[src/rtl/vmem_fill_ctrl_pkg.sv]
// Shared register map, CTRL bit positions and FSM types for the vmem rectangle-fill engine.
package vmem_fill_ctrl_pkg;

    localparam int VFC_WIDTH  = 240;
    localparam int VFC_HEIGHT = 240;

    localparam logic [4:0] VFC_REG_CTRL   = 5'h00;
    localparam logic [4:0] VFC_REG_P0     = 5'h04;
    localparam logic [4:0] VFC_REG_P1     = 5'h08;
    localparam logic [4:0] VFC_REG_COLOR  = 5'h0C;
    localparam logic [4:0] VFC_REG_STATUS = 5'h10;

    localparam int VFC_CTRL_START    = 0;
    localparam int VFC_CTRL_ABORT    = 1;
    localparam int VFC_CTRL_CLR_DONE = 2;

    typedef enum logic {
        ST_IDLE,
        ST_RUN
    } vfc_state_t;

    function automatic logic [7:0] vfc_clamp(
        input logic [7:0] v,
        input logic [7:0] lim
    );
        return (v > lim) ? lim : v;
    endfunction

endpackage

[src/rtl/vmem_fill_walker.sv]
// Raster counter for the fill engine: walks {cy,cx} across the latched rectangle.
module vmem_fill_walker
    import vmem_fill_ctrl_pkg::*;
(
    input  logic       clk_i,
    input  logic       rst_ni,
    input  logic       load_i,
    input  logic       advance_i,
    input  logic       stall_i,
    input  logic [7:0] xs_i,
    input  logic [7:0] xe_i,
    input  logic [7:0] ys_i,
    input  logic [7:0] ye_i,
    output logic [7:0] cx_o,
    output logic [7:0] cy_o,
    output logic       last_o
);

    logic [7:0] cx_q;
    logic [7:0] cy_q;
    logic [7:0] xs_q;
    logic [7:0] xe_q;
    logic [7:0] ye_q;
    logic       step;

    // A stalled cycle holds the position so no pixel is skipped.
    assign step = advance_i & ~stall_i;

    always_ff @(posedge clk_i or negedge rst_ni) begin
        if (!rst_ni) begin
            cx_q <= '0;
            cy_q <= '0;
            xs_q <= '0;
            xe_q <= '0;
            ye_q <= '0;
        end else if (load_i) begin
            cx_q <= xs_i;
            cy_q <= ys_i;
            xs_q <= xs_i;
            xe_q <= xe_i;
            ye_q <= ye_i;
        end else if (step) begin
            if (cx_q == xe_q) begin
                cx_q <= xs_q;
                cy_q <= cy_q + 8'd1;
            end else begin
                cx_q <= cx_q + 8'd1;
            end
        end
    end

    assign cx_o   = cx_q;
    assign cy_o   = cy_q;
    assign last_o = (cx_q == xe_q) && (cy_q == ye_q);

endmodule

[src/rtl/vmem_fill_ctrl.sv]
// Rectangle-fill engine sharing the vmem write port with the CPU; CPU stores always win.
module vmem_fill_ctrl
    import vmem_fill_ctrl_pkg::*;
#(
    parameter int WIDTH  = VFC_WIDTH,
    parameter int HEIGHT = VFC_HEIGHT
) (
    input  logic        clk_i,
    input  logic        rst_ni,
    input  logic        cfg_we_i,
    input  logic [4:0]  cfg_addr_i,
    input  logic [31:0] cfg_wdata_i,
    output logic [31:0] cfg_rdata_o,
    input  logic        cpu_we_i,
    input  logic [15:0] cpu_waddr_i,
    input  logic [7:0]  cpu_wdata_i,
    output logic        vmem_we_o,
    output logic [15:0] vmem_waddr_o,
    output logic [7:0]  vmem_wdata_o,
    output logic        busy_o,
    output logic        done_o
);

    localparam logic [7:0] XMAX = 8'(WIDTH - 1);
    localparam logic [7:0] YMAX = 8'(HEIGHT - 1);

    vfc_state_t  state_q;
    vfc_state_t  state_d;

    logic [15:0] p0_q;
    logic [15:0] p1_q;
    logic [7:0]  color_q;
    logic [7:0]  fill_color_q;
    logic        done_q;
    logic [31:0] rdata_q;
    logic [31:0] rdata_d;

    logic        ctrl_wr;
    logic        cmd_start;
    logic        cmd_abort;
    logic        cmd_clr;
    logic [7:0]  xs_c;
    logic [7:0]  xe_c;
    logic [7:0]  ys_c;
    logic [7:0]  ye_c;
    logic        empty;

    logic        busy;
    logic        advance;
    logic        load;
    logic        eng_we;
    logic        done_set;

    logic [7:0]  cx;
    logic [7:0]  cy;
    logic        last;

    logic        unused_ok;

    assign unused_ok = ^cfg_wdata_i[31:16];

    assign ctrl_wr   = cfg_we_i && (cfg_addr_i == VFC_REG_CTRL);
    assign cmd_start = ctrl_wr & cfg_wdata_i[VFC_CTRL_START];
    assign cmd_abort = ctrl_wr & cfg_wdata_i[VFC_CTRL_ABORT];
    assign cmd_clr   = ctrl_wr & cfg_wdata_i[VFC_CTRL_CLR_DONE];

    assign xs_c  = vfc_clamp(p0_q[7:0], XMAX);
    assign ys_c  = vfc_clamp(p0_q[15:8], YMAX);
    assign xe_c  = vfc_clamp(p1_q[7:0], XMAX);
    assign ye_c  = vfc_clamp(p1_q[15:8], YMAX);
    assign empty = (xe_c < xs_c) || (ye_c < ys_c);

    always_ff @(posedge clk_i or negedge rst_ni) begin
        if (!rst_ni) begin
            state_q <= ST_IDLE;
        end else begin
            state_q <= state_d;
        end
    end

    always_comb begin
        state_d = state_q;
        unique case (state_q)
            ST_IDLE: begin
                if (load) state_d = ST_RUN;
            end
            ST_RUN: begin
                if (cmd_abort || (eng_we && last)) state_d = ST_IDLE;
            end
            default: state_d = ST_IDLE;
        endcase
    end

    // ABORT suppresses the engine write in the very cycle it is presented.
    always_comb begin
        busy     = 1'b0;
        advance  = 1'b0;
        load     = 1'b0;
        eng_we   = 1'b0;
        done_set = 1'b0;
        unique case (state_q)
            ST_IDLE: begin
                load     = cmd_start & ~cmd_abort & ~empty;
                done_set = cmd_start & ~cmd_abort & empty;
            end
            ST_RUN: begin
                busy     = 1'b1;
                advance  = ~cmd_abort;
                eng_we   = ~cmd_abort & ~cpu_we_i;
                done_set = cmd_abort | (eng_we & last);
            end
            default: begin
                busy = 1'b0;
            end
        endcase
    end

    always_ff @(posedge clk_i or negedge rst_ni) begin
        if (!rst_ni) begin
            p0_q    <= '0;
            p1_q    <= '0;
            color_q <= '0;
        end else if (cfg_we_i) begin
            if (cfg_addr_i == VFC_REG_P0)    p0_q    <= cfg_wdata_i[15:0];
            if (cfg_addr_i == VFC_REG_P1)    p1_q    <= cfg_wdata_i[15:0];
            if (cfg_addr_i == VFC_REG_COLOR) color_q <= cfg_wdata_i[7:0];
        end
    end

    always_ff @(posedge clk_i or negedge rst_ni) begin
        if (!rst_ni) begin
            fill_color_q <= '0;
        end else if (load) begin
            fill_color_q <= color_q;
        end
    end

    always_ff @(posedge clk_i or negedge rst_ni) begin
        if (!rst_ni) begin
            done_q <= 1'b0;
        end else if (done_set) begin
            done_q <= 1'b1;
        end else if (cmd_clr) begin
            done_q <= 1'b0;
        end
    end

    always_comb begin
        rdata_d = '0;
        unique case (1'b1)
            cfg_addr_i == VFC_REG_P0:     rdata_d = {16'h0, p0_q};
            cfg_addr_i == VFC_REG_P1:     rdata_d = {16'h0, p1_q};
            cfg_addr_i == VFC_REG_COLOR:  rdata_d = {24'h0, color_q};
            cfg_addr_i == VFC_REG_STATUS: rdata_d = {30'h0, done_q, busy};
            default:                      rdata_d = '0;
        endcase
    end

    always_ff @(posedge clk_i or negedge rst_ni) begin
        if (!rst_ni) begin
            rdata_q <= '0;
        end else begin
            rdata_q <= rdata_d;
        end
    end

    vmem_fill_walker u_walker (
        .clk_i     (clk_i),
        .rst_ni    (rst_ni),
        .load_i    (load),
        .advance_i (advance),
        .stall_i   (cpu_we_i),
        .xs_i      (xs_c),
        .xe_i      (xe_c),
        .ys_i      (ys_c),
        .ye_i      (ye_c),
        .cx_o      (cx),
        .cy_o      (cy),
        .last_o    (last)
    );

    assign vmem_we_o    = cpu_we_i | eng_we;
    assign vmem_waddr_o = cpu_we_i ? cpu_waddr_i : {cy, cx};
    assign vmem_wdata_o = cpu_we_i ? cpu_wdata_i : fill_color_q;

    assign cfg_rdata_o = rdata_q;
    assign busy_o      = busy;
    assign done_o      = done_q;

endmodule

[config.mk]
export PLATFORM = sky130hd
export DESIGN_NAME = vmem_fill_ctrl
export DESIGN_NICKNAME = d
export VERILOG_FILES = /design/src/rtl/vmem_fill_ctrl_pkg.sv /design/src/rtl/vmem_fill_walker.sv /design/src/rtl/vmem_fill_ctrl.sv
export SDC_FILE = /design/constraint.sdc
export NUM_CORES = 1
export LEC_CHECK = 0
export ABC_AREA = 1
export ABC_CLOCK_PERIOD_IN_PS = 3300
export BUFFER_PORTS_ARGS = -buffer_cell sky130_fd_sc_hd__buf_2
export CELL_PAD_IN_SITES_DETAIL_PLACEMENT = 0
export CELL_PAD_IN_SITES_GLOBAL_PLACEMENT = 1
export CORE_MARGIN = 5
export CORE_UTILIZATION = 40
export CTS_CLUSTER_DIAMETER = 120
export DETAILED_ROUTE_END_ITERATION = 12
export HOLD_SLACK_MARGIN = 0.02
export MAX_ROUTING_LAYER = met4
export PLACE_DENSITY = 0.77
export SYNTH_ARGS = -nofsm -noshare
export SYNTH_HDL_FRONTEND = slang
export SYNTH_HIERARCHICAL = 1
export SYNTH_SLANG_ARGS = --single-unit
[constraint.sdc]
create_clock -name clk_i -period 3.3 [get_ports clk_i]
set_input_delay 0.165 -clock clk_i [delete_from_list [all_inputs] [get_ports clk_i]]
set_output_delay 0.165 -clock clk_i [all_outputs]
set_load 0.03 [all_outputs]
==> results.md, run 1 <==
* Final Max Tran Viols at 0
* Setup crit end kind: flip-flop
* Fin crit period at 2980 ps
* Ant diodes at 0
* Largest net degree at the start of global routing at 56
* CP Class: flip-flop to flip-flop
* Clock Latency Late Sink at 350 ps
* DIE AREA at 17700 um2
* Initial antenna violation count at 0
* Commonest non-fill, non-tap cell in the layout: nand2_1
* CP startpoint: p1_q[6]
* WP data arrival at 3260 ps
* Synth top area share at 0.437
* Root Buffer: clkbuf_16
* Setup WS post-layout at 321 ps
* CP startpoint kind: flip-flop
* DR WL/cell at 13.5 um
* I/O Buffers at 91
* Max stage delay on crit path at 460 ps
* Final Hold Viols at 0
* Cells along the critical path: nand2_1 -> nor2_1 -> nor2_1 -> ha_1 -> a21oi_1 -> nor2_1 -> a211oi_1 -> a21oi_4 -> nand2_1 -> nor2_4 -> inv_1 -> buf_4 -> nor2_1 -> a31oi_1 -> nor2_1 -> nor2_1
* Cell taking the most area after synthesis: dfrtp_1
* Pre-CTS setup slack at 326 ps
* TritonCTS Sinks at 106
* Clk_skew at 6.04 ps
* R2R cell count at 16
* H-tree depth at 3
* Initial Utilization at 0.404
* Synth Register Bits at 106
* TritonCTS clock tree: yes
* R2R setup slack at 320 ps
* Synth Area in XOR/XNOR at 0.0229
* Adder-Cell Fraction of Synth Area at 0.0330
* 1st-iter DRT viols at 307
* Synth Cell Area at 6070 um2
* Drt pass-1 iters at 5
* Compound-Gate Fraction of Synth Area at 0.111
* Status: finished clean
* GR Overflow Total at 0
* Synth cell types at 40
* # setup viols final at 0
* Main combinational cell family by area after synthesis: simple AND/OR/NAND/NOR gates
* Worst path top cell family by delay: compound AO/OA/AOI/OAI gates
* Syn avg cell area at 7.73 um2
* Clock Path Buffers at 2
* Ports at 124
* Simple-gate area share of the yosys netlist at 0.280
* Top_reg_cell synth: dfrtp_1
* Row count at 45
* Post-DP HPWL at 10700 um
* Synth area leaders: dfrtp_1, nand2_1, inv_1, o21ai_0, o21ai_2
* Vias in the first global route at 4534
* Global-route wire length before repair at 23200 um
* CP Capture Point: u_walker/cy_o[5]
* Post-synth EDFFs at 0
* Commonest non-fill, non-tap cells in the layout: nand2_1, dfrtp_1, buf_2
* ANT nets after route at 0
* Critical path fanouts, max at 11
* Max rail drop VDD at 0.000204 V
* Pwr dens at 546 nW/um2
* Worst reg2reg path startpoint: p1_q[6]
* Core footprint at 15000 um2
* Sequential share of the synthesized area at 0.437
* Placer Congestion at 0.836
* Ys Warns at 6
* Die H at 133 um
* Buffer and inverter count on the worst path at 2
* Syn Inst Count at 785
* Min-delay worst type: input port to flip-flop
* RSZ-0062 raised after global routing: no
* # fillers at 1585
* Via count at 4859
* Static Leak at 3.74 nW
* Mux cell area share after synthesis at 0.00660
* Post-DR vias/cell at 4.62
* DRT Wirelength at 14200 um
* Most used cell, CP: nor2_1
* Worst slew margin at 0.561
* Critical Path RT at 3580 ps
* Clock slew at reported path FFs at 70 ps
* Reg-to-reg endpoint: u_walker/cy_o[5]
* Die X at 133 um
* Fin crit share at 0.903
* Slowest CP cell: dfrtp_1
* Tot GR Track Use at 0.167
* Nets at 939
* Fmax at 336 MHz
* Postcts setup bufs at 0
* Cts bufs inserted at 9
* Async set-reset flop share out of synthesis at 1.00
* Final setup TNS at 0 ps
* Share of post-route cells with drive strength above 1 at 0.200
* Worst-Margin Slew at 659 ps
* Max-cap violations at 0
* # DRC at 0
* WP depth at 16
* Area growth syn-to-layout at 13.5%
-- report_power, final --
part	internal (mW)	switching (mW)	total, mW
Combinational	0.372	0.651	1.02
Clock	0.607	0.469	1.08
Sequential	1.46	0.206	1.66
-- flip-flops by register name, indices dropped and copies added, names as in the netlist --
register / cells
u_walker/ye_q: 8
p0_q: 16
u_walker/cx_o: 8
p1_q: 16
u_walker/xe_q: 8
u_walker/cy_o: 8
color_q: 8
done_o: 1
fill_color_q: 8
cfg_rdata_o: 16
u_walker/xs_q: 8
state_q: 1
-- timing repair --
item                                    4_1_cts  5_1_grt
resized for setup                             0        1
endpoints found under the setup margin        0        2
hold buffers                                  1        0
hold endpoints to repair                     51        0
-- layout make-up --
cell class | instances | area [um2] | area share
inverter | 91 | 342 | 0.0496
multi-input combinational | 550 | 2820 | 0.409
clock inverter | 5 | 53.8 | 0.00781
timing repair buffer | 100 | 541 | 0.0785
clock buffer | 11 | 243 | 0.0353
sequential | 106 | 2650 | 0.385
tap | 188 | 235 | 0.0342
-- tightest hold or removal path, cell delays in order --
cell,delay [ps]
buf_2,100
inv_1,70
o21ai_2,60
-- cells by family (layout without fill, tap and decap cells) --
family,after synthesis,count (layout)
fa+ha+maj,16,16
other cells,1,16
xor+xnor,15,15
mux,4,4
buf+inv,144,207
flops,106,106
compound gates,107,107
simple gates,392,392
-- how the worst min path moves through the flow --
stage                          startpoint              to  slack, ps  cells after the start
after global placement             rst_ni        p1_q[11]        250                      1
after detailed placement           rst_ni        p1_q[11]        250                      1
after CTS                 cfg_wdata_i[12]        p1_q[12]         60                      3
final                     cfg_wdata_i[14]        p1_q[14]         80                      3
after global routing      cfg_wdata_i[11]        p1_q[11]         80                      3
after floorplan                    rst_ni  cfg_rdata_o[0]       -130                      0
-- stage by stage --
step	util	power, mW	hold slack (ps)	std cells	cell area, um2
after floorplan	-	2.45	-131	800	6120
after global placement	0.438	2.70	246	1034	6580
after detailed placement	0.438	2.71	245	1034	6580
after CTS	0.458	3.80	64.4	1051	6890
after global routing	0.458	4.01	83.2	1051	6890
final	0.458	3.76	79.4	1051	6890
-- layer usage --
layer / vias up / part of all wire / global-route usage
met5: - / 0 / -
met4: 0 / 0.014 / 0.0549
met3: 13 / 0.032 / 0.0185
met2: 83 / 0.42 / 0.236
met1: 2192 / 0.53 / 0.250
li1: 2571 / - / -
-- cells in the mapped netlist (2+ instances only) --
cell,number
o211ai_1,6
buf_6,7
clkbuf_1,25
a211oi_1,2
nand4_1,13
nor2_4,4
nand2_1,295
inv_1,86
xnor2_1,6
clkinv_1,2
dfrtp_1,106
o2111ai_1,2
o21ai_1,9
buf_4,16
a21oi_1,15
xor2_1,8
mux2i_1,4
o21ai_2,23
buf_2,5
o21bai_1,3
inv_2,3
nor2_1,35
o21ai_0,44
nand3_2,2
nand3_1,20
ha_1,16
nand2_4,4
nand2_2,12
(Power assumes the default switching activity.)
==> run 2, diff against run 1 <==
--- a/config.mk
+++ b/config.mk
@@ -17,6 +17,7 @@
 export HOLD_SLACK_MARGIN = 0.02
 export MAX_ROUTING_LAYER = met4
 export PLACE_DENSITY = 0.77
+export RECOVER_POWER = 50
 export SYNTH_ARGS = -nofsm -noshare
 export SYNTH_HDL_FRONTEND = slang
 export SYNTH_HIERARCHICAL = 1
==> results.md, run 2 (synthesized netlist as in run 1, its figures left out) <==
* Hold Path Sink: p1_q[11]
* Share of post-route cells with drive strength above 1 at 0.155
* Fin crit share at 0.898
* Commonest non-fill, non-tap cell in the layout: nand2_1
* DR WL/cell at 13.5 um
* Worst hold path depth at 3
* Setup crit end kind: flip-flop
* WP data arrival at 3250 ps
* Cells along the critical path: nand2_1 -> nor2_1 -> nor2_1 -> ha_1 -> a21oi_1 -> nor2_1 -> a211oi_1 -> a21oi_4 -> nand2_1 -> nor2_4 -> inv_1 -> buf_4 -> nor2_1 -> a31oi_1 -> nor2_1 -> nor2_1
* Placer Congestion at 0.836
* # DRC at 0
* RSZ-0062 raised after global routing: no
* Vias in the first global route at 4534
* Ports at 124
* CP startpoint kind: flip-flop
* Largest net degree at the start of global routing at 56
* Worst reg2reg path startpoint: p1_q[6]
* Clock Path Buffers at 2
* TritonCTS Sinks at 106
* Root Buffer: clkbuf_16
* Critical path fanouts, max at 11
* Fmax at 337 MHz
* Cts bufs inserted at 9
* Die X at 133 um
* GR Overflow Total at 0
* H-tree depth at 3
* I/O Buffers at 91
* Worst slew margin at 0.0996
* CP Class: flip-flop to flip-flop
* Total power at 3.74 mW
* Nets at 939
* TritonCTS clock tree: yes
* Static Leak at 3.63 nW
* Via count at 4875
* # setup viols final at 0
* Initial Utilization at 0.404
* Clock slew at reported path FFs at 70 ps
* R2R cell count at 16
* Clk_skew at 6.39 ps
* Slowest CP cell: a211oi_1
* Post-DP HPWL at 10700 um
* Final setup TNS at 0 ps
* Setup WS post-layout at 335 ps
* 1st-iter DRT viols at 307
* ANT nets after route at 0
* Reg-to-reg endpoint: u_walker/cy_o[5]
* Die H at 133 um
* Ant diodes at 0
* # fillers at 1612
* Post-DR vias/cell at 4.64
* Min-delay worst type: input port to flip-flop
* R2R setup slack at 340 ps
* Initial antenna violation count at 0
* Fin cells at 1051
* Worst-Margin Slew at 1350 ps
* Final Max Tran Viols at 0
* Most used cell, CP: nor2_1
* Postcts setup bufs at 0
* Clock Latency Late Sink at 350 ps
* DIE AREA at 17700 um2
* Worst path top cell family by delay: compound AO/OA/AOI/OAI gates
* Global-route wire length before repair at 23200 um
* Max-cap violations at 0
* Hold_sp: cfg_wdata_i[11]
* Commonest non-fill, non-tap cells in the layout: nand2_1, dfrtp_1, inv_1
* Area growth syn-to-layout at 11.4%
* Buffer and inverter count on the worst path at 2
* Drt pass-1 iters at 5
* Core footprint at 15000 um2
* Critical Path RT at 3580 ps
* Row count at 45
* Final Hold Viols at 0
* Pre-CTS setup slack at 326 ps
* Tot GR Track Use at 0.167
* Status: finished clean
* Final hold slack at 78.6 ps
* Fin crit period at 2960 ps
* Placed cells at 1034
* Pwr dens at 552 nW/um2
* Max stage delay on crit path at 460 ps
* Max rail drop VDD at 0.000203 V
* DRT Wirelength at 14200 um
## run 2: cell types whose count changed in the layout (fill, tap and decap cells not counted), sizes merged
cell    change
buf        -20
clkbuf     +20
## run 2: cell type report
type,count,area (um2),share of cell area
Sequential cell,106,2650,0.392
Clock inverter,5,53.8,0.00796
Clock buffer,11,243,0.0359
Timing Repair Buffer,100,498,0.0736
Tap cell,188,235,0.0348
Multi-Input combinational cell,550,2740,0.405
Inverter,91,342,0.0505
## run 2: worst register-to-register path, cell delays in order, from the launching register on
cell	delay, ps
dfrtp_1	450
nand2_1	70
nor2_1	190
nor2_1	100
ha_1	180
a21oi_1	140
nor2_1	50
a211oi_1	460
a21oi_4	190
nand2_1	160
nor2_4	50
inv_1	250
buf_4	250
nor2_1	60
a31oi_1	140
nor2_1	60
nor2_1	80
## run 2: power by group
group          switching (mW)  total, mW  leakage (nW)  internal [mW]
registers               0.206       1.66          1.35           1.46
logic                   0.639      0.996          2.13          0.357
clock network           0.470       1.08         0.149          0.607
total                    1.31       3.74          3.63           2.42
## run 2: worst max-delay path by stage
stage	end	cells past startpoint	start
finish	u_walker/cy_o[5]	16	p1_q[6]
global route	u_walker/cx_o[7]	19	p0_q[5]
CTS	u_walker/cy_o[5]	17	p0_q[5]
detailed placement	u_walker/cy_o[5]	17	p0_q[5]
global placement	u_walker/cy_o[5]	17	p0_q[5]
floorplan	u_walker/cy_o[5]	16	p0_q[7]
## run 2: metrics by stage
step	util	instance area (um2)
6_report	0.450	6760
3_5_place_dp	0.438	6580
4_1_cts	0.458	6890
5_1_grt	0.450	6760
3_3_place_gp	0.438	6580
2_1_floorplan	-	6120
## run 2: timing repair
action / CTS / global route
setup endpoints to repair: 0 / 2
hold buffers: 1 / 0
resized for setup: 0 / 1
endpoints found under the hold margin: 51 / 0
## run 2: routing by layer
metal  wire length [um]  GRT usage  vias to the layer above
met5                  0          -                        -
met4                203     0.0549                        0
met3                491     0.0185                       13
met2               6030      0.236                       90
met1               7460      0.250                     2202
li1                   -          -                     2570
==> run 3, diff against run 2 <==
--- a/config.mk
+++ b/config.mk
@@ -11,12 +11,12 @@
 export CELL_PAD_IN_SITES_DETAIL_PLACEMENT = 0
 export CELL_PAD_IN_SITES_GLOBAL_PLACEMENT = 1
 export CORE_MARGIN = 5
-export CORE_UTILIZATION = 40
+export CORE_UTILIZATION = 30
 export CTS_CLUSTER_DIAMETER = 120
 export DETAILED_ROUTE_END_ITERATION = 12
 export HOLD_SLACK_MARGIN = 0.02
 export MAX_ROUTING_LAYER = met4
-export PLACE_DENSITY = 0.77
+export PLACE_DENSITY = 0.6
 export RECOVER_POWER = 50
 export SYNTH_ARGS = -nofsm -noshare
 export SYNTH_HDL_FRONTEND = slang
==> results.md, run 3 (synthesized netlist as in run 1, its figures left out) <==
* Final setup TNS at 0 ps
* Worst-Margin Slew at 1350 ps
* Pwr dens at 557 nW/um2
* Max-cap violations at 0
* Setup crit end kind: flip-flop
* Cts bufs inserted at 9
* Clock slew at reported path FFs at 70 ps
* Multi-input combinational cell area at 2730 um2
* Most Used Layer, Global Route: met1
* Total power at 3.86 mW
* Die H at 152 um
* FF+latch area at 2650 um2
* Slowest CP cell: dfrtp_1
* Worst path top cell family by delay: compound AO/OA/AOI/OAI gates
* Fmax at 347 MHz
* 1st-iter DRT viols at 281
* Largest net degree at the start of global routing at 56
* DIE AREA at 23200 um2
* Worst slew margin at 0.100
* Status: finished clean
* Via count at 4858
* # fillers at 2148
* CP startpoint kind: flip-flop
* ANT nets after route at 0
* RSZ-0062 raised after global routing: no
* Fin crit share at 0.872
* Share of post-route cells with drive strength above 1 at 0.158
* M3 GR Usage at 0.0159
* Final Max Tran Viols at 0
* Clock Path Buffers at 2
* Critical Path RT at 3580 ps
* Row count at 52
* Most used cell, CP: nor2_1
* Drt pass-1 iters at 5
* Die X at 152 um
* # DRC at 0
* Post-DP HPWL at 11900 um
* Post-DR vias/cell at 4.27
* Area growth syn-to-layout at 14.3%
* Initial Utilization at 0.302
* Met1 Resource Use GR at 0.215
* Clk_skew at 6.57 ps
* Placed cells at 1121
* Ports at 124
* Nets at 944
* DRT Wirelength at 15700 um
* WP data arrival at 3150 ps
* Core footprint at 20100 um2
* Vias in the first global route at 4746
* Commonest non-fill, non-tap cells in the layout: nand2_1, dfrtp_1, inv_1
* Commonest non-fill, non-tap cell in the layout: nand2_1
* Clock Latency Late Sink at 350 ps
* CP Class: flip-flop to flip-flop
* Fin crit period at 2880 ps
* Cells along the critical path: nand2_1 -> nor2_1 -> nor2_1 -> ha_1 -> a21oi_1 -> nor2_1 -> a211oi_1 -> a21oi_4 -> nand2_1 -> nor2_4 -> inv_1 -> buf_4 -> o21ai_0 -> o21bai_1
* Final Hold Viols at 0
* Initial antenna violation count at 0
* TritonCTS clock tree: yes
* I/O Buffers at 91
* Max stage delay on crit path at 430 ps
* Critical path fanouts, max at 12
* Placer Congestion at 0.820
* # setup viols final at 0
* DR WL/cell at 13.8 um
* Grt met2 use at 0.200
* GR Overflow Total at 0
* Postcts setup bufs at 0
* Tot GR Track Use at 0.142
* Max rail drop VDD at 0.000295 V
* Min-delay worst type: input port to flip-flop
* TritonCTS Sinks at 106
* Buffer and inverter count on the worst path at 2
* Root Buffer: clkbuf_16
* Fin cells at 1138
* Ant diodes at 0
* Global-route wire length before repair at 26200 um
* H-tree depth at 3
* Static Leak at 3.66 nW
-- run 3: changes by cell type in the layout (fill, tap and decap cells not counted) --
cell,change
nor2_1,+1
clkbuf_1,+1
buf_2,-1
buf_12,+1
bufinv_16,+1
buf_4,+5
clkinvlp_4,+1
clkinv_2,-1
clkinv_4,-1
nor2_4,-1
clkbuf_2,-1
-- run 3: per-stage QoR --
stage / setup WS [ps] / cell area, um2 / util / hold slack, ps
global route: 19.8 / 6930 / 0.345 / 87.9
floorplan: 730 / 6120 / - / -131
global placement: 363 / 6720 / 0.334 / 253
detailed placement: 353 / 6720 / 0.334 / 261
CTS: 336 / 7050 / 0.351 / 63.6
finish: 422 / 6930 / 0.345 / 78.3
-- run 3: what timing repair did --
item / in CTS / in global routing
endpoints found under the hold margin: 51 / 0
hold buffers: 1 / 0
setup endpoints to repair: 0 / 8
resized for setup: 0 / 1
-- run 3: final timing paths --
kind / from / to / slack (ps) / cells past startpoint
worst max-delay path: p1_q[7] / u_walker/cx_o[0] / 420 / 14
worst min-delay path: cfg_wdata_i[11] / p1_q[11] / 80 / 3
worst min register to register: u_walker/xs_q[6] / u_walker/xs_q[6] / 470 / 2
max in group asynchronous: rst_ni / u_walker/cy_o[5] / 1720 / 3
min in group asynchronous: rst_ni / p1_q[10] / 660 / 2
worst max register to register: p1_q[7] / u_walker/cx_o[0] / 420 / 14
-- run 3: power by group --
group	leakage, nW	internal (mW)	switching, mW
logic	2.15	0.376	0.653
registers	1.35	1.46	0.204
clock network	0.156	0.684	0.489
-- run 3: area by class of cell --
cell class	instances	area share
inverters	91	0.0493
well taps	270	0.0487
multi-input cells	550	0.394
clock buffers	11	0.0350
flip-flops and latches	106	0.383
clock inverters	5	0.0112
repair buffers	105	0.0792
-- run 3: per-layer routing --
layer | up-vias | wire [um]
li1 | 2583 | -
met4 | 0 | 206
met5 | - | 0
met2 | 89 | 6530
met1 | 2177 | 8510
met3 | 9 | 482
-- run 3: tightest hold or removal path, delay by kind of cell --
family | cells | cell delay [ps]
buf+inv | 2 | 140
compound gates | 1 | 70
